[src/rtl/reaction_pkg.sv]
// Shared types and constants for the reaction-timer delay controller.
package reaction_pkg;

  typedef enum logic [1:0] {
    StIdle,
    StRwait,
    StWait5
  } delay_state_t;

  localparam logic [15:0] LFSR_SEED = 16'hACE1;
  localparam logic [15:0] LFSR_MASK = 16'hB400;
  localparam int unsigned RAND_BITS = 12;

  // Right-shifting Galois step, taps 16,14,13,11; never reaches zero from a non-zero seed.
  function automatic logic [15:0] lfsr_next(input logic [15:0] v);
    return v[0] ? ((v >> 1) ^ LFSR_MASK) : (v >> 1);
  endfunction

endpackage

[src/rtl/ms_tick_gen.sv]
// Millisecond strobe generator. Build macro REACTION_FASTSIM_EN replaces the
// prescaler with a strobe on every cycle after reset.
module ms_tick_gen #(
  parameter int unsigned CLK_HZ  = 100_000_000,
  parameter int unsigned TICK_HZ = 1000
) (
  input  logic clk,
  input  logic rst_n,
  output logic tick_ms
);

`ifdef REACTION_FASTSIM_EN

  logic run_q;

  always_ff @(posedge clk or negedge rst_n) begin
    if (!rst_n) begin
      run_q <= 1'b0;
    end else begin
      run_q <= 1'b1;
    end
  end

  assign tick_ms = run_q;

`else

  localparam int unsigned Div = CLK_HZ / TICK_HZ;
  localparam int unsigned PrescW = (Div > 2) ? $clog2(Div) : 1;
  localparam logic [PrescW-1:0] PrescTerm = PrescW'(Div - 1);

  logic [PrescW-1:0] presc_q, presc_d;

  always_comb begin
    presc_d = (presc_q == PrescTerm) ? '0 : presc_q + PrescW'(1);
  end

  always_ff @(posedge clk or negedge rst_n) begin
    if (!rst_n) begin
      presc_q <= '0;
    end else begin
      presc_q <= presc_d;
    end
  end

  assign tick_ms = (presc_q == PrescTerm);

`endif

endmodule

[src/rtl/reaction_delay_ctrl.sv]
// Shared ms wait counter for the reaction game plus the reaction-elapsed watchdog.
// Define REACTION_FASTSIM_EN to make every ms value count clock cycles.
module reaction_delay_ctrl
  import reaction_pkg::*;
#(
  parameter int unsigned CLK_HZ       = 100_000_000,
  parameter int unsigned TICK_HZ      = 1000,
  parameter int unsigned RWAIT_MIN_MS = 1000,
  parameter int unsigned WAIT5_MS     = 5000,
  parameter int unsigned LATE_MS      = 1000,
  parameter int unsigned CNT_W        = 16
) (
  input  logic clk,
  input  logic rst_n,
  input  logic start_rwait,
  input  logic start_wait5,
  input  logic cancel,
  input  logic time_en,
  input  logic time_clr,
  output logic rwait_done,
  output logic wait5_done,
  output logic time_late,
  output logic tick_ms,
  output logic busy
);

  delay_state_t     state_q, state_d;
  logic [CNT_W-1:0] cnt_q, cnt_d;
  logic [CNT_W-1:0] elapsed_q, elapsed_d;
  logic [15:0]      lfsr_q, lfsr_d;
  logic             rdone_q, rdone_d;
  logic             wdone_q, wdone_d;
  logic             late_q, late_d;
  logic             tick;

  ms_tick_gen #(
    .CLK_HZ (CLK_HZ),
    .TICK_HZ(TICK_HZ)
  ) u_tick (
    .clk    (clk),
    .rst_n  (rst_n),
    .tick_ms(tick)
  );

  assign lfsr_d = lfsr_next(lfsr_q);

  // Requests preempt whatever is running; expiry only wins when no request arrives.
  always_comb begin
    state_d = state_q;
    cnt_d   = cnt_q;
    rdone_d = 1'b0;
    wdone_d = 1'b0;
    if (cancel) begin
      state_d = StIdle;
      cnt_d   = '0;
    end else if (start_wait5) begin
      state_d = StWait5;
      cnt_d   = CNT_W'(WAIT5_MS);
    end else if (start_rwait) begin
      state_d = StRwait;
      cnt_d   = CNT_W'(RWAIT_MIN_MS) + CNT_W'(lfsr_q[RAND_BITS-1:0]);
    end else if (state_q != StIdle && tick) begin
      cnt_d = cnt_q - CNT_W'(1);
      if (cnt_q == CNT_W'(1)) begin
        state_d = StIdle;
        rdone_d = (state_q == StRwait);
        wdone_d = (state_q == StWait5);
      end
    end
  end

  always_comb begin
    elapsed_d = elapsed_q;
    if (time_clr) begin
      elapsed_d = '0;
    end else if (time_en && tick && (elapsed_q < CNT_W'(LATE_MS))) begin
      elapsed_d = elapsed_q + CNT_W'(1);
    end
    late_d = (elapsed_d >= CNT_W'(LATE_MS));
  end

  always_ff @(posedge clk or negedge rst_n) begin
    if (!rst_n) begin
      state_q   <= StIdle;
      cnt_q     <= '0;
      elapsed_q <= '0;
      lfsr_q    <= LFSR_SEED;
      rdone_q   <= 1'b0;
      wdone_q   <= 1'b0;
      late_q    <= 1'b0;
    end else begin
      state_q   <= state_d;
      cnt_q     <= cnt_d;
      elapsed_q <= elapsed_d;
      lfsr_q    <= lfsr_d;
      rdone_q   <= rdone_d;
      wdone_q   <= wdone_d;
      late_q    <= late_d;
    end
  end

  assign rwait_done = rdone_q;
  assign wait5_done = wdone_q;
  assign time_late  = late_q;
  assign tick_ms    = tick;
  assign busy       = (state_q != StIdle);

endmodule

[config.mk]
export PLATFORM = sky130hd
export DESIGN_NAME = reaction_delay_ctrl
export DESIGN_NICKNAME = d
export VERILOG_FILES = /design/src/rtl/reaction_pkg.sv /design/src/rtl/ms_tick_gen.sv /design/src/rtl/reaction_delay_ctrl.sv
export SDC_FILE = /design/constraint.sdc
export NUM_CORES = 1
export LEC_CHECK = 0
export ABC_AREA = 0
export CORE_ASPECT_RATIO = 1.25
export CORE_MARGIN = 8
export CORE_UTILIZATION = 25
export DETAILED_ROUTE_END_ITERATION = 10
export SLEW_MARGIN = 30
export SYNTH_ARGS = -nofsm -noshare
export SYNTH_HDL_FRONTEND = slang
export SYNTH_SLANG_ARGS = --single-unit
export TNS_END_PERCENT = 5
[constraint.sdc]
create_clock -name clk -period 2.3 [get_ports clk]
set_input_delay 0.69 -clock clk [delete_from_list [all_inputs] [get_ports clk]]
set_output_delay 0.69 -clock clk [all_outputs]
set_load 0.01 [all_outputs]
==> results.json, run 1 <==
{
  "outcome": "finished, violations left",
  "violations": "setup timing",
  "top_level_ports": 12,
  "gp_congestion": 0.811,
  "critPathRequiredTime_ps": 1610,
  "area_growth_pct": 30.4,
  "antenna_found_initial": 0,
  "cts_tree": "built",
  "ys_warn_count": 0,
  "syn_inst": 326,
  "finalHoldViolations": 0,
  "period_share_pct": 105,
  "dpl_cell_area_mm2": 0.00396,
  "die_h_um": 145,
  "period_needed_ps": 2410,
  "post_drt_wl_per_cell_um": 12.8,
  "drv_slew": 0,
  "path_class": "flip-flop to output port",
  "syn_nets": 338,
  "die_area_mm2": 0.0173,
  "ir_drop_uv": 380,
  "ys_types": 50,
  "synth-edff-count": 0,
  "setup_viol": 1,
  "synth_top_area_share_pct": 46.7,
  "die_x_um": 119,
  "grt_start_max_net_pins": 71,
  "synth_seq_cells": 70,
  "clock.fmax_mhz": 415,
  "end_kind": "output port",
  "ctsHtreeMaxLevel": 3,
  "start_util_pct": 25.3,
  "drc": 0,
  "finalClockSkew_ps": 5.94,
  "r2r-start": "u_tick.presc_q[11]$_DFF_PN0_",
  "worst_pin_slew_ps": 622,
  "start_kind": "flip-flop",
  "drt_iter0_markers": 128,
  "ys_top_cells_by_area": "dfrtp_1 47%, dfstp_2 6.3%, xnor2_1 5.3%, xor2_1 4.2%, nand2_1 4.0%",
  "globalRoute.totalOverflow": 0,
  "fp-row-count": 47,
  "wl_um": 7220,
  "maxCapViolCount": 0,
  "postLayoutCellArea_mm2": 0.00433,
  "syn_area_per_cell_um2": 10.2,
  "p_leak_nw": 1.89,
  "regToRegSetupSlack_ps": 30,
  "grt_pass1_vias": 2687,
  "hold_slack_ps": 357,
  "synth_area_leader_cell": "dfrtp_1",
  "utilization_pct": 33.0,
  "clockBufferDepth": 2,
  "grt_setup_unrepaired": "true",
  "vias": 2613,
  "setup_slack_ps": -111,
  "core_area_mm2": 0.0131,
  "synthesis.area_mm2": 0.00332,
  "nNetsFinal": 398,
  "cts-buffers-inserted": 9,
  "cts_root_buffer": "clkbuf_16",
  "first_pass_iters": 4,
  "reg2reg_depth": 6,
  "dpl.hpwl_um": 4970,
  "ys.flop_type": "dfrtp_1",
  "rr_endpoint": "time_late$_DFF_PN0_",
  "path_clk_slew_ps": 50,
  "clk_latency_ps": 330,
  "grt_pass1_wl_um": 12400,
  "critical_path.max_fanout": 2,
  "port_buffers": 11,
  "crit_arrival_ps": 1720,
  "drt.antenna.violating_nets": 0,
  "grt_usage_pct": 8.92,
  "hold_class": "input pin to async pin",
  "cellPowerDensity_mw_per_mm2": 664,
  "slew_headroom_pct": 58.2,
  "ys_seq_area_share_pct": 53.0,
  "clock-sinks": 70,
  "diodes": 0,
  "async_flop_share_pct": 100,
  "drive_gt1_share_pct": 23.5,
  "viasPerCell": 4.65
}
## through the flow
| step | instances | setup slack, ps | power (mW) | setup TNS, ps |
|---|---|---|---|---|
| 6_report | 562 | -111 | 2.88 | -111 |
| 5_1_grt | 562 | -159 | 2.98 | -399 |
| 4_1_cts | 562 | -206 | 2.92 | -254 |
| 3_5_place_dp | 545 | -644 | 1.43 | -6340 |
| 3_3_place_gp | 545 | -627 | 1.43 | -5980 |
| 2_1_floorplan | 326 | -116 | 1.34 | -216 |
## layout by cell type (no fill, tap or decap), types with 4 or more instances in the layout
cell,instances
a21oi_1,16
ha_1,5
nor3_2,5
xor2_1,16
nand3_1,13
nor3_1,9
xnor2_1,20
dfrtp_1,62
buf_4,43
nor2b_1,7
clkdlybuf4s50_1,7
nor4_1,8
dfstp_2,8
nand4_1,7
clkbuf_16,9
or3_1,4
o21ai_0,18
nand2_1,35
inv_1,5
nor2_1,32
## final cells by class
| class | instances | area, µm² |
|---|---|---|
| fillers | 1313 | 8780 |
| flip-flops and latches | 70 | 1760 |
| multi-input cells | 245 | 1580 |
| repair buffers | 55 | 440 |
| clock buffers | 10 | 229 |
| well taps | 171 | 214 |
| clock inverters | 6 | 87.6 |
| inverters | 5 | 18.8 |
## kinds of logic (layout without fill, tap and decap cells)
kind of cell	after synthesis	count (layout)	synth area share [%]
buffers and inverters	11	76	1.24
and+or+nand+nor	149	149	24.1
xor gates and xnor gates	36	36	9.49
AOI/OAI and AO/OA	54	54	9.94
adders and majority gates	5	5	1.88
muxes	1	1	0.301
DFF	70	70	53.0
## registers in the layout, indices dropped and copies added, names as in the netlist
register	cells
u_tick.presc_q	17
cnt_q	16
elapsed_q	16
lfsr_q	16
state_q	2
rwait_done	1
time_late	1
wait5_done	1
## routing by layer
metal | up-vias | global-route usage, % | share of wire (%)
li1 | 1281 | - | -
met1 | 1286 | 10.2 | 45
met2 | 32 | 15.2 | 51
met3 | 14 | 1.94 | 2.6
met4 | 0 | 5.00 | 2.1
met5 | - | 0 | 0
## critical path, cell delays in order, from the launching register on
cell     delay (ps)
dfrtp_1         390
or4_4           540
nor4_4          250
buf_2           210
## cells in the mapped netlist, types with 5 or more instances
cell,number
dfrtp_1,62
nand2_1,35
nor2_1,32
xnor2_1,20
o21ai_0,18
a21oi_1,17
xor2_1,16
nand3_1,13
nor3_1,13
dfstp_2,8
nor4_1,8
nand4_1,7
nor2b_1,7
clkbuf_1,6
ha_1,5
inv_1,5
or3_1,5
## repair_timing
action                     4_1_cts  5_1_grt
hold buffers                     0        0
resized for setup               12        6
setup endpoints to repair       20       21
buffers inserted                 1        0
pin swaps                        9        3
## where the power goes
part	internal (mW)	switching (mW)	leakage, nW
Combinational	0.0639	0.0928	0.815
Clock	0.948	0.514	0.156
Sequential	1.24	0.0118	0.922
## worst max path at each step
| stage | slack [ps] | to | start | cells past startpoint |
|---|---|---|---|---|
| after floorplan | -120 | time_late$_DFF_PN0_ | time_en | 6 |
| after global placement | -630 | time_late$_DFF_PN0_ | time_en | 7 |
| after detailed placement | -640 | time_late$_DFF_PN0_ | time_en | 7 |
| after CTS | -210 | tick_ms | u_tick.presc_q[11]$_DFF_PN0_ | 3 |
| after global routing | -160 | tick_ms | u_tick.presc_q[8]$_DFF_PN0_ | 3 |
| final | -110 | tick_ms | u_tick.presc_q[11]$_DFF_PN0_ | 3 |
No activity file was read; power rests on OpenSTA's default activity.
==> run 2, diff against run 1 <==
--- a/config.mk
+++ b/config.mk
@@ -10,7 +10,6 @@
 export CORE_MARGIN = 8
 export CORE_UTILIZATION = 25
 export DETAILED_ROUTE_END_ITERATION = 10
-export SLEW_MARGIN = 30
 export SYNTH_ARGS = -nofsm -noshare
 export SYNTH_HDL_FRONTEND = slang
 export SYNTH_SLANG_ARGS = --single-unit
==> results of run 2 <==
Final layout, timing and power as in run 1 (identical DEF).
